## src/rtl/fire_sequencer.sv

```systemverilog
`default_nettype none
// ============================================================================
// fire_sequencer : debounced trigger/reload sequencer for the shot counter
// Revision: 1.0
// ============================================================================

module fire_sequencer_debounce #(
   parameter int DEBOUNCE_CYCLES = 1000000,
   parameter int CNT_W           = 27
) (
   input  logic clk,
   input  logic reset,
   input  logic sync_i,
   output logic press_o
);
   localparam logic [CNT_W-1:0] C_LAST = CNT_W'(DEBOUNCE_CYCLES - 1);

   logic [CNT_W-1:0] cnt_q;
   logic             level_q;
   logic             press_q;

   // press_q pulses in the same cycle the accepted level rises
   always_ff @(posedge clk) begin
      if (reset) begin
         cnt_q   <= '0;
         level_q <= 1'b0;
         press_q <= 1'b0;
      end else begin
         press_q <= 1'b0;
         if (sync_i == level_q) begin
            cnt_q <= '0;
         end else if (cnt_q == C_LAST) begin
            cnt_q   <= '0;
            level_q <= sync_i;
            press_q <= sync_i;
         end else begin
            cnt_q <= cnt_q + 1'b1;
         end
      end
   end

   assign press_o = press_q;
endmodule

module fire_sequencer #(
   parameter int DEBOUNCE_CYCLES = 1000000,
   parameter int BURST_GAP       = 10000000,
   parameter int COOLDOWN_CYCLES = 25000000,
   parameter int RELOAD_CYCLES   = 100000000,
   parameter int MAG_SIZE        = 6,
   parameter int BURST_LEN       = 3,
   parameter int CNT_W           = 27
) (
   input  logic       clk,
   input  logic       reset,
   input  logic       arm,
   input  logic       trig_raw,
   input  logic       reload_raw,
   input  logic       mode_burst,
   output logic       enable,
   output logic       fire,
   output logic       error,
   output logic [3:0] rounds_left,
   output logic [2:0] state
);
   typedef enum logic [2:0] {
      S_DISARMED = 3'd0,
      S_READY    = 3'd1,
      S_FIRING   = 3'd2,
      S_GAP      = 3'd3,
      S_COOLDOWN = 3'd4,
      S_EMPTY    = 3'd5,
      S_RELOAD   = 3'd6
   } state_t;

   localparam logic [CNT_W-1:0] C_GAP_LAST    = CNT_W'(BURST_GAP - 2);
   localparam logic [CNT_W-1:0] C_COOL_LAST   = CNT_W'(COOLDOWN_CYCLES - 1);
   localparam logic [CNT_W-1:0] C_RELOAD_LAST = CNT_W'(RELOAD_CYCLES - 1);
   localparam logic [3:0]       C_MAG         = 4'(MAG_SIZE);
   localparam logic [3:0]       C_BLEN        = 4'(BURST_LEN);

   logic [1:0] arm_sync_q, trig_sync_q, reload_sync_q;
   logic       trig_press, reload_press;

   always_ff @(posedge clk) begin
      if (reset) begin
         arm_sync_q    <= '0;
         trig_sync_q   <= '0;
         reload_sync_q <= '0;
      end else begin
         arm_sync_q    <= {arm_sync_q[0], arm};
         trig_sync_q   <= {trig_sync_q[0], trig_raw};
         reload_sync_q <= {reload_sync_q[0], reload_raw};
      end
   end

   fire_sequencer_debounce #(.DEBOUNCE_CYCLES(DEBOUNCE_CYCLES), .CNT_W(CNT_W)) u_trig_db (
      .clk(clk), .reset(reset), .sync_i(trig_sync_q[1]), .press_o(trig_press)
   );

   fire_sequencer_debounce #(.DEBOUNCE_CYCLES(DEBOUNCE_CYCLES), .CNT_W(CNT_W)) u_reload_db (
      .clk(clk), .reset(reset), .sync_i(reload_sync_q[1]), .press_o(reload_press)
   );

   state_t           state_q, state_d;
   logic [3:0]       rounds_q, rounds_d;
   logic [3:0]       shots_q, shots_d;
   logic [CNT_W-1:0] timer_q, timer_d;
   logic             enable_q, fire_q, error_q;
   logic [3:0]       burst_shots;

   assign burst_shots = (rounds_q < C_BLEN) ? rounds_q : C_BLEN;

   // rounds/shots are decremented on entry to FIRING so they change with the pulse
   always_comb begin
      state_d  = state_q;
      rounds_d = rounds_q;
      shots_d  = shots_q;
      timer_d  = timer_q;
      if ((state_q != S_DISARMED) && !arm_sync_q[1]) begin
         state_d = S_DISARMED;
      end else begin
         case (state_q)
            S_DISARMED: begin
               if (arm_sync_q[1]) state_d = S_READY;
            end
            S_READY: begin
               if (trig_press) begin
                  if (rounds_q == 4'd0) begin
                     state_d = S_EMPTY;
                  end else begin
                     state_d  = S_FIRING;
                     rounds_d = rounds_q - 4'd1;
                     shots_d  = (mode_burst ? burst_shots : 4'd1) - 4'd1;
                  end
               end else if (reload_press && (rounds_q < C_MAG)) begin
                  state_d = S_RELOAD;
                  timer_d = '0;
               end
            end
            S_FIRING: begin
               timer_d = '0;
               state_d = (shots_q == 4'd0) ? S_COOLDOWN : S_GAP;
            end
            S_GAP: begin
               if (timer_q == C_GAP_LAST) begin
                  state_d  = S_FIRING;
                  rounds_d = rounds_q - 4'd1;
                  shots_d  = shots_q - 4'd1;
               end else begin
                  timer_d = timer_q + 1'b1;
               end
            end
            S_COOLDOWN: begin
               if (timer_q == C_COOL_LAST) state_d = S_READY;
               else                        timer_d = timer_q + 1'b1;
            end
            S_EMPTY: begin
               if (reload_press) begin
                  state_d = S_RELOAD;
                  timer_d = '0;
               end
            end
            S_RELOAD: begin
               if (timer_q == C_RELOAD_LAST) begin
                  state_d  = S_READY;
                  rounds_d = C_MAG;
               end else begin
                  timer_d = timer_q + 1'b1;
               end
            end
            default: state_d = S_DISARMED;
         endcase
      end
   end

   always_ff @(posedge clk) begin
      if (reset) begin
         state_q  <= S_DISARMED;
         rounds_q <= C_MAG;
         shots_q  <= '0;
         timer_q  <= '0;
         enable_q <= 1'b0;
         fire_q   <= 1'b0;
         error_q  <= 1'b0;
      end else begin
         state_q  <= state_d;
         rounds_q <= rounds_d;
         shots_q  <= shots_d;
         timer_q  <= timer_d;
         enable_q <= (state_d != S_DISARMED);
         fire_q   <= (state_d == S_FIRING);
         error_q  <= (state_d == S_EMPTY);
      end
   end

   assign enable      = enable_q;
   assign fire        = fire_q;
   assign error       = error_q;
   assign rounds_left = rounds_q;
   assign state       = state_q;
endmodule
`default_nettype wire
```

## config.mk

```make
export PLATFORM = sky130hd
export DESIGN_NAME = fire_sequencer
export DESIGN_NICKNAME = d
export VERILOG_FILES = /design/src/rtl/fire_sequencer.sv
export SDC_FILE = /design/constraint.sdc
export NUM_CORES = 1
export LEC_CHECK = 0
export CORE_ASPECT_RATIO = 1.1
export CORE_MARGIN = 5
export CORE_UTILIZATION = 46
export DETAILED_ROUTE_END_ITERATION = 16
export DONT_BUFFER_PORTS = 1
export PLACE_DENSITY = 0.72
export SYNTH_ARGS = -nofsm -noshare
export SYNTH_HDL_FRONTEND = slang
export SYNTH_HIERARCHICAL = 1
export SYNTH_SLANG_ARGS = --single-unit
```

## constraint.sdc

```tcl
create_clock -name clk -period 5.2 [get_ports clk]
set_input_delay 0.26 -clock clk [delete_from_list [all_inputs] [get_ports clk]]
set_output_delay 0.26 -clock clk [all_outputs]
set_load 0.01 [all_outputs]
```

Word level (Yosys, flattened, before mapping)
Cells that the tools add are included.
Cells by class
  add/sub/neg operators: 6
  multipliers: 0
  div/mod/pow operators: 0
  $lt $le $gt $ge: 2
  eq/ne operators: 25
  shift-type cells: 0
  mux-type cells: 29
  bitwise gates (word level): 5
  reductions and logical operators: 20
Operators by type and width (count)
  27-bit 2-to-1 mux: 6
  27-bit case mux with 6 select lines: 1
  27-bit by 1-bit adder with 27-bit output (second input constant): 3
  27-bit by 20-bit equality test with 1-bit output (second input constant): 2
  4-bit 2-to-1 mux: 9
  3-bit 2-to-1 mux: 10
  27-bit by 24-bit equality test with 1-bit output (second input constant): 1
  27-bit by 25-bit equality test with 1-bit output (second input constant): 1
  27-bit equality test (second input constant): 1
  3-bit case mux with 7 select lines: 1
  2-bit inequality test (second input constant): 8
  3-bit equality test (second input constant): 4
  4-bit case mux with 3 select lines: 1
  3-bit OR reduction: 4
  4-bit by 1-bit subtractor with 4-bit output (second input constant): 3
  3-bit by 2-bit equality test with 1-bit output (second input constant): 3
  3-bit nonzero test: 3
  4-bit logical NOT: 2
  4-bit case mux with 2 select lines: 1
  8-bit AND reduction: 1
  6-bit AND reduction: 1
  6-bit nonzero test: 1
  1-bit inverter: 5
  5-bit AND reduction: 1
  10 further kinds: 14
Storage, ports and cells
  register bits: 105
  bits in latches: 0
  bits in writable memories: 0
  ROM bits: 0
  input port bits: 6
  output and inout bits: 10
  word-level logic and storage cells: 103
  memories: 0

Longest topological paths before layout
Gate-level depths: netlist (run 1).
  depth after elaboration: 7
  depth in mapped cells: 10

By module
The synthesis (run 1) kept the hierarchy.
Modules (own cells, without submodules)
  fire_sequencer: instances 1, cells an instance 322, area each 2630.0 um^2
  fire_sequencer_debounce (u_reload_db): instances 1, cells an instance 159, area each 1373.8 um^2
  fire_sequencer_debounce (u_trig_db): instances 1, cells an instance 157, area each 1361.3 um^2

Worst setup path after synthesis (run 1)
OpenSTA, ideal clock, no wires.
  path kind: reg2reg
  start: register timer_q[0]
  end: register timer_q[12]
  library setup time: 59 ps
  arrival time: 2187 ps
  path slack: 2953 ps
  cell stages (with the launch flop): 11
  path buffers: 1
  period minus slack after synthesis: 2247 ps
  cell sequence: dfxtp_1 > inv_1 > ha_1 > nor4bb_1 > nand4_1 > nor4_2 > a31oi_1 > a31o_1 > buf_6 > or4_1 > nand2_1
Between the ends
  longest elaborated chain between the ends: 3
RTL lines
  from (decl): RTL line 108  | logic [CNT_W-1:0] timer_q, timer_d;
  from (signal assigned): RTL line 190  | timer_q <= timer_d;
  27-bit by 1-bit adder with 27-bit output, or another cell as far along: RTL line 151, 156, 169
  27-bit 2-to-1 mux, or another cell as far along: RTL line 165  | if (timer_q == C_RELOAD_LAST) begin
  27-bit case mux with 6 select lines / 8-bit AND reduction (equally long branches)
Parallel ways exist; a longest one is shown, timed or not. The select of a mux whose other input is x is not followed.
A chain may end at the register's enable or synchronous reset.

Worst setup path in the final report (run 1)
Ends and elaborated chain as after synthesis.

==> results of run 1 <==
==> how the worst max path moves through the flow <==
stage | startpoint | cells after the start | slack [ns] | to
after CTS | timer_q[0]$_SDFFE_PP0P_ | 10 | 2.23 | timer_q[12]$_SDFFE_PP0P_
after floorplan | timer_q[0]$_SDFFE_PP0P_ | 10 | 2.95 | timer_q[12]$_SDFFE_PP0P_
final | timer_q[0]$_SDFFE_PP0P_ | 10 | 2.25 | timer_q[12]$_SDFFE_PP0P_
after global routing | timer_q[1]$_SDFFE_PP0P_ | 9 | 2.00 | timer_q[16]$_SDFFE_PP0P_
after global placement | timer_q[0]$_SDFFE_PP0P_ | 10 | 2.34 | timer_q[16]$_SDFFE_PP0P_
after detailed placement | timer_q[0]$_SDFFE_PP0P_ | 10 | 2.25 | timer_q[12]$_SDFFE_PP0P_
==> per-layer routing <==
layer	share of wire, %	track usage, %	vias to the layer above	routed length, µm
li1	-	-	2314	-
met1	46	21.35	2162	5366
met2	47	28.22	113	5490
met3	4.4	2.839	25	515
met4	2.2	8.715	2	256
met5	0.11	0	-	13
==> layout make-up <==
class,count,share of cell area (%)
multi-input cells,491,52.99
clock buffers,9,3.889
repair buffers,5,0.6913
well taps,150,3.240
clock inverters,7,1.728
flip-flops and latches,105,36.29
inverters,18,1.167
==> cells by family (layout without fill, tap and decap cells) <==
| group | count (synthesis) | count (layout) |
|---|---|---|
| adder cells (fa/ha/maj) | 8 | 8 |
| AO/OA/AOI/OAI | 99 | 99 |
| multiplexers | 2 | 2 |
| buffers and inverters | 42 | 39 |
| XOR/XNOR | 51 | 51 |
| AND/OR/NAND/NOR | 331 | 331 |
| flip-flops | 105 | 105 |
==> through the flow <==
stage | utilization (%) | cells | cell area [µm²]
6_report | 50.63 | 785 | 5792
5_1_grt | 50.63 | 785 | 5792
4_1_cts | 50.63 | 785 | 5792
3_5_place_dp | 47.70 | 768 | 5456
3_3_place_gp | 47.70 | 768 | 5456
2_1_floorplan | - | 638 | 5365
==> power breakdown <==
group          total [mW]  leakage, nW  internal, mW  switching [mW]
logic              0.0561        0.820        0.0224          0.0336
registers           0.834        0.847         0.813          0.0203
clock network       0.734        0.160         0.426           0.308
==> flip-flops by register name (all words and copies together) (netlist names) <==
| name | count |
|---|---|
| arm_sync_q | 2 |
| enable | 1 |
| error | 1 |
| fire | 1 |
| reload_sync_q | 2 |
| rounds_left | 4 |
| shots_q | 4 |
| state | 3 |
| timer_q | 27 |
| trig_sync_q | 2 |
| u_reload_db/cnt_q | 27 |
| u_reload_db/level_q | 1 |
| u_reload_db/press_o | 1 |
| u_trig_db/cnt_q | 27 |
| u_trig_db/level_q | 1 |
| u_trig_db/press_o | 1 |
==> cells in the mapped netlist (all sizes together), types with 8 or more instances <==
| cell | count | area (µm²) |
|---|---|---|
| dfxtp | 105 | 2102 |
| nor2 | 77 | 289.0 |
| nand3 | 44 | 230.2 |
| a21oi | 35 | 175.2 |
| nand2 | 34 | 127.6 |
| nand4 | 34 | 249.0 |
| xor2 | 32 | 280.3 |
| o21ai | 30 | 150.2 |
| or3 | 23 | 143.9 |
| and3 | 20 | 126.4 |
| xnor2 | 19 | 166.4 |
| inv | 18 | 67.56 |
| or4 | 18 | 152.7 |
| clkbuf | 16 | 61.30 |
| nor3 | 16 | 80.08 |
| nor4 | 11 | 75.07 |
| and4 | 10 | 88.84 |
| buf | 8 | 65.06 |
| ha | 8 | 100.1 |
| nor2b | 8 | 50.05 |
| o31ai | 8 | 60.06 |
==> repair_timing <==
item                                    CTS  global route
setup buffers                             0             0
endpoints found under the setup margin    0             0
hold buffers                              1             0
hold endpoints to repair                 11             0
==> summary.md, run 1 <==
• **Post-DP HPWL** 7.988 mm
• **endpoint with the worst hold slack** rounds_left[1]$_SDFFE_PP1P_
• **chain of cells forming the critical path** inv_1, ha_1, nor4bb_1, nand4_1, nor4_2, a31oi_1, buf_4, a31o_1, or4_1, nand2_1
• **Warnings, synthesis** 6
• **status** complete, no violations
• **worst-case clock buffer depth** 2
• **Setup WS post-layout** 2.247 ns
• **number of max-cap violations** 0
• **highest clock rate** 338.6 MHz
• **GPL Wtd Cong** 0.9181
• **CP Max Fanout** 27
• **via count of the first global-routing pass** 4309
• **number of setup violations in the final report** 0
• **die height** 123.3 µm
• **Mapped Avg Cell Area** 8.409 µm²
• **post-synthesis simple-gate area fraction** 35.54%
• **TritonCTS Buffers** 9
• **most common library cell in the layout ignoring fill and taps** dfxtp_1
• **maximum number of pins on one net before global-route repair** 28
• **mux share of post-synthesis cell area** 0.3731%
• **unique cell type count in the Yosys netlist** 62
• **adder and majority gate portion of the synthesized area** 1.866%
• **post-synthesis net count** 652
• **area taken by flip-flops and latches** 2102 µm²
• **io pins** 16
• **count of buffering cells on the critical path with inverters included** 2
• **clock net sink count** 105
• **#FFs+latches synth** 105
• **Data arrival, critical path** 3.24 ns
• **post-CTS clock slew at the launch and capture registers of the worst setup and hold paths** 0.07 ns
• **area inside the core boundary** 11440 µm²
• **number of inserted filler cells in the final layout** 1053
• **startpoint of the worst hold path** reset
• **worst flop-to-flop path startpoint** timer_q[0]$_SDFFE_PP0P_
• **dominant combinational cell family by area after synthesis** simple AND/OR/NAND/NOR gates
• **actual slew at the worst max-slew pin** 0.9195 ns
• **total power divided by cell area** 280.4 nW/µm²
• **synthesized instance count** 638
• **number of stages on the worst hold path** 1
• **number of cells traversed by the worst register-to-register path** 10
• **initial standard-cell utilization of the core** 46.90%
• **Gates resized, CTS repair** 0
• **category of the worst setup path capture point** register
• **number of hold violations in the final report** 0
• **Rel. slew slack** 38.70%
• **clock root buffer** clkbuf_16
• **Post-synth EDFFs** 0
• **clock latency at the later pin of the worst-skew pair** 0.35 ns
• **type of the tightest min-delay check** in2reg
• **Detailed Route Iter0 Violations** 385
• **global-route wire length before repair** 19.77 mm
• **primary flip-flop cell chosen by synthesis mapping** dfxtp_1
• **GRT Residual Overflow** 0
• **Critical Path RT** 5.49 ns
• **final setup skew** 0.006939 ns
• **area fraction in compound gates after synthesis** 11.10%
• **1st-pass router iterations** 5
• **Final TNS setup** 0 ns
• **critical path class** reg2reg
• **slowest stage cell on the critical path** or4_1
• **routed vias** 4616
• **Min Clock Period, post-route** 2.953 ns
• **static leakage** 1.828 nW
• **Final Hold Slack** 0.01401 ns
• **total inserted antenna cells** 0
• **Routed Wire Length** 11.64 mm
• **commonest cells after routing, fill and taps aside** dfxtp_1, nor2_1, nand3_1
• **worst vdd rail ir drop** 0.0001849 V
• **total power** 1.624 mW
• **kind of cell adding the most delay to the critical path** simple AND/OR/NAND/NOR gates
• **Post-Synth XOR/XNOR Area** 8.326%
• **setup slack of the worst register-to-register path** 2.25 ns
• **area of the die** 13930 µm²
• **post-detailed-route via-to-cell ratio** 5.880
• **DP Worst Slack** 2.245 ns
• **number of nets with antenna violations after routing** 0
• **post-synthesis async set-or-reset flop share** 0%
• **worst r2r dst** timer_q[12]$_SDFFE_PP0P_
• **combined global-route utilization of all metal layers** 17.00%
• **largest stage delay on the critical path** 0.61 ns
• **number of input and output port buffers inserted** 0
• **number of antenna violations at the first check in global routing** 1
• **share of the clock period used by the worst path** 56.79%
• **unrepaired setup endpoints after global routing** false
• **Slew Limit Fails** 0
• **area of the mapped netlist** 5365 µm²
• **TritonCTS clock tree** built
• **area of the multi-input gates** 3069 µm²
• **routed len/inst** 14.83 µm
• **fraction of layout cells with a size suffix above 1** 6.772%
• **layout overhead on the synthesized area** 7.952%
• **DIE WIDTH** 113.0 µm
• **sequential area share after synthesis** 39.18%
• **Post-layout nets** 644
• **DRC violations left** 0
• **crit path launch type** register
• **depth of the CTS H-tree** 3
• **FP Rows** 41
Power figures use the tool's default switching activity.
==> inputs of run 2 (changes only) <==
--- a/config.mk
+++ b/config.mk
@@ -5,6 +5,7 @@
 export SDC_FILE = /design/constraint.sdc
 export NUM_CORES = 1
 export LEC_CHECK = 0
+export ABC_AREA = 1
 export CORE_ASPECT_RATIO = 1.1
 export CORE_MARGIN = 5
 export CORE_UTILIZATION = 46
==> constraint.sdc (replaced) <==
create_clock -name clk -period 3.1 [get_ports clk]
set_input_delay 0.155 -clock clk [delete_from_list [all_inputs] [get_ports clk]]
set_output_delay 0.155 -clock clk [all_outputs]
set_load 0.01 [all_outputs]
==> run 2 against run 1 <==
  * Sequential power is 63% higher
  * Clock skew hardly changed
  * Register-to-register slack worse by 1.4 ns
  * Critical path depth is 3 lower
  * Clock power is 59% higher
  * First-iteration DRC count is 3.4% lower
  * Sequential share of layout area is 6.4 points lower
  * Core utilization is 0.11 points lower
  * Global-route usage is 1.2 points higher
  * Clock-buffer cell count is 1 higher
  * Area after synthesis is 22% higher
  * Power is 60% higher
  * Critical path type unchanged
  * Largest power group unchanged
==> summary.md, run 2 <==
• **status** complete, no violations
• **largest registers** timer_q (27), u_reload_db/cnt_q (27), u_trig_db/cnt_q (27)
• **non-filler cells in the finished layout** 1235, +57%
• **area taken by flip-flops and latches** 2102 µm², unchanged
• **worst-case clock buffer depth** 2, unchanged
• **routed vias** 6043, +31%
• **post-synthesis async set-or-reset flop share** 0%, unchanged
• **Mapped Avg Cell Area** 6.298 µm², -25%
• **fraction of layout cells with a size suffix above 1** 10.03%, +3.3 points
• **number of nets with antenna violations after routing** 0, unchanged
• **DIE WIDTH** 123.9 µm, +9.7%
• **layout overhead on the synthesized area** 7.054%
• **maximum number of pins on one net before global-route repair** 46, +64%
• **share of the clock period used by the worst path** 72.98%, +16 points
• **Post-Synth XOR/XNOR Area** 4.137%, -4.2 points
• **met1 usage in global routing** 22.43%, +1.1 points
• **post-synthesis net count** 1056, +62%
• **Data arrival, critical path** 2.56 ns, -0.68 ns
• **Global Route met2 Usage** 30.60%, +2.4 points
• **Slew Limit Fails** 0, unchanged
• **primary flip-flop cell chosen by synthesis mapping** dfxtp_1
• **met3 demand-to-capacity share in global routing** 3.926%, +1.1 points
• **combinational cell fraction of total power** 2.7%, -0.8 points
• **number of input and output port buffers inserted** 0, unchanged
• **area of the multi-input gates** 3899 µm², +27%
• **1st-pass router iterations** 5, unchanged
• **clock network fraction of total power** 45.0%, -0.2 points
• **clock net sink count** 105, unchanged
• **setup slack of the worst register-to-register path** 0.84 ns, -1.41 ns
• **static leakage** 2.229 nW, +22%
• **commonest cells after routing, fill and taps aside** nand2_1, nor2_1, inv_1
• **clock root buffer** clkbuf_16
• **total power divided by cell area** 370.6 nW/µm², +32%
• **number of antenna violations at the first check in global routing** 0, -1
• **most numerous cell types in the synthesized netlist** nand2_1, nor2_1, inv_1
• **clock latency at the later pin of the worst-skew pair** 0.36 ns, about the same
• **most common library cell in the layout ignoring fill and taps** nand2_1
• **DRC violations left** 0, unchanged
• **critical path class** reg2reg
• **FP Rows** 45, +9.8%
• **crit path launch type** register
• **synthesized instance count** 1042, +63%
• **Final TNS setup** 0 ns, unchanged
• **Post-Place Cells** 1215, +58%
• **top-area cell type share of the netlist area** 32.03%, -7.1 points
• **highest clock rate** 442.0 MHz, +31%
• **number of max-cap violations** 0, unchanged
• **final setup skew** 0.006966 ns, +0.00002781 ns
• **number of setup violations in the final report** 0, unchanged
• **adder and majority gate portion of the synthesized area** 1.525%, -0.34 points
• **Rel. slew slack** 64.64%, +26 points
• **Post-layout nets** 1056, +64%
• **area of the die** 16760 µm², +20%
• **combined global-route utilization of all metal layers** 18.17%, +1.2 points
• **actual slew at the worst max-slew pin** 0.5304 ns, -0.3891 ns
• **area inside the core boundary** 13910 µm², +22%
• **setup bufs post-CTS** 0, unchanged
• **sequential area share after synthesis** 32.03%, -7.1 points
• **Gates resized, CTS repair** 0, unchanged
• **number of buffers inserted by hold repair at cts** 4, +3
• **GPL Wtd Cong** 0.9258, +0.84%
• **Top Usage Layer GRT** met2
• **TritonCTS clock tree** built
• **most frequent cell after synthesis** nand2_1
• **area of the mapped netlist** 6563 µm², +22%
• **initial standard-cell utilization of the core** 47.19%, +0.29 points
• **post-CTS clock slew at the launch and capture registers of the worst setup and hold paths** 0.08 ns, about the same
• **dominant combinational cell family by area after synthesis** simple AND/OR/NAND/NOR gates
• **worst vdd rail ir drop** 0.0002437 V, +32%
• **area fraction in compound gates after synthesis** 8.122%, -3.0 points
• **depth of the CTS H-tree** 3, unchanged
• **Post-DP HPWL** 10.85 mm, +36%
• **switching power total** 0.6333 mW, +75%
• **unique cell type count in the Yosys netlist** 36, -42%
• **leading cell types by total area after synthesis** dfxtp_1, nand2_1, nor2_1
• **#FFs+latches synth** 105, unchanged
• **post-detailed-route via-to-cell ratio** 4.893, -17%
• **P_int** 1.971 mW, +56%
• **Min Clock Period, post-route** 2.262 ns, -0.6905 ns
• **number of hold violations in the final report** 0, unchanged
• **die height** 135.3 µm, +9.7%
• **mux share of post-synthesis cell area** 0%, -0.37 points
• **cell type with the largest total area after synthesis** dfxtp_1
• **io pins** 16, unchanged
• **Detailed Route Iter0 Violations** 372, -3.4%
• **type of the tightest min-delay check** in2reg
• **Post-synth EDFFs** 0, unchanged
• **unrepaired setup endpoints after global routing** false
• **via count of the first global-routing pass** 5572, +29%
• **global-route wire length before repair** 24.84 mm, +26%
• **Seq pwr share** 52.3%, +1.0 points
• **GRT Residual Overflow** 0, unchanged
• **Critical Path RT** 3.40 ns, -2.09 ns
• **category of the worst setup path capture point** register
• **Switching Share** 24.32%, +2.0 points
• **CP Max Fanout** 14, -48%
• **total inserted antenna cells** 0, unchanged
• **number of inserted filler cells in the final layout** 1443, +37%
• **routed len/inst** 11.76 µm, -21%
• **Warnings, synthesis** 6, unchanged
• **post-synthesis simple-gate area fraction** 45.62%, +10 points
• **Routed Wire Length** 14.52 mm, +25%
• **TritonCTS Buffers** 9, unchanged
==> run 2: changes by cell type after synthesis, sizes merged, moves of 20 or more <==
cell	before	now
nand4	34	13
nor2	77	228
a21oi	35	72
and3	20	0
o21ai	30	7
inv	18	109
or3	23	0
nand2	34	358
nand3	44	64
==> run 2: critical path: stages, from the launching register on <==
cell      delay, ns
dfxtp_1        0.62
nand3_1        0.27
nand2_1        0.20
clkinv_1       0.39
buf_4          0.34
nor2_1         0.16
nand2_2        0.07
a21oi_2        0.14
==> run 2: routing by layer <==
layer,up-vias,wire [µm]
met5,-,0
met3,28,491
li1,3232,-
met2,108,6903
met4,0,363
met1,2675,6763
==> run 2: area by class of cell <==
cell class	instances	share of cell area, %
clock inverters	6	0.9261
repair buffers	6	1.033
flip-flops and latches	105	29.92
well taps	188	3.348
multi-input cells	810	55.49
inverters	110	5.877
clock buffers	10	3.402
==> run 2: worst paths after layout <==
kind                                                  start                     endpoint  depth (start not counted)
worst min register to register  reload_sync_q[0]$_SDFF_PP0_  reload_sync_q[1]$_SDFF_PP0_                          2
worst max register to register          state[0]$_SDFF_PP0_      timer_q[4]$_SDFFE_PP0P_                          7
worst max-delay path                    state[0]$_SDFF_PP0_      timer_q[4]$_SDFFE_PP0P_                          7
worst min-delay path                                  reset      timer_q[9]$_SDFFE_PP0P_                          2
==> run 2: cell families (layout without fill, tap and decap cells) <==
family / Yosys count / in the layout
adders and majority gates: 8 / 8
and+or+nand+nor: 686 / 686
DFF: 105 / 105
AOI/OAI and AO/OA: 85 / 85
buffers and inverters: 127 / 132
xor gates and xnor gates: 31 / 31
==> run 2: power groups by stage <==
stage | combinational (mW) | sequential [mW] | clock, mW
3_5_place_dp | 0.0536 | 1.39 | 0
4_1_cts | 0.0721 | 1.36 | 1.20
2_1_floorplan | 0.0601 | 1.39 | 0
6_report | 0.0708 | 1.36 | 1.17
3_3_place_gp | 0.0532 | 1.39 | 0
5_1_grt | 0.0797 | 1.36 | 1.27
==> run 2: metrics by stage <==
stage / total power [mW] / worst slack (ns) / instance area, µm² / hold slack [ns] / utilization (%)
6_report: 2.604 / 0.8376 / 7025 / 0.09609 / 50.52
3_3_place_gp: 1.448 / 0.9143 / 6664 / 0.2266 / 47.92
4_1_cts: 2.636 / 0.8554 / 7025 / 0.09102 / 50.52
3_5_place_dp: 1.448 / 0.8827 / 6664 / 0.2294 / 47.92
2_1_floorplan: 1.452 / 1.201 / 6563 / 0.2241 / -
5_1_grt: 2.711 / 0.6931 / 7025 / 0.09935 / 50.52
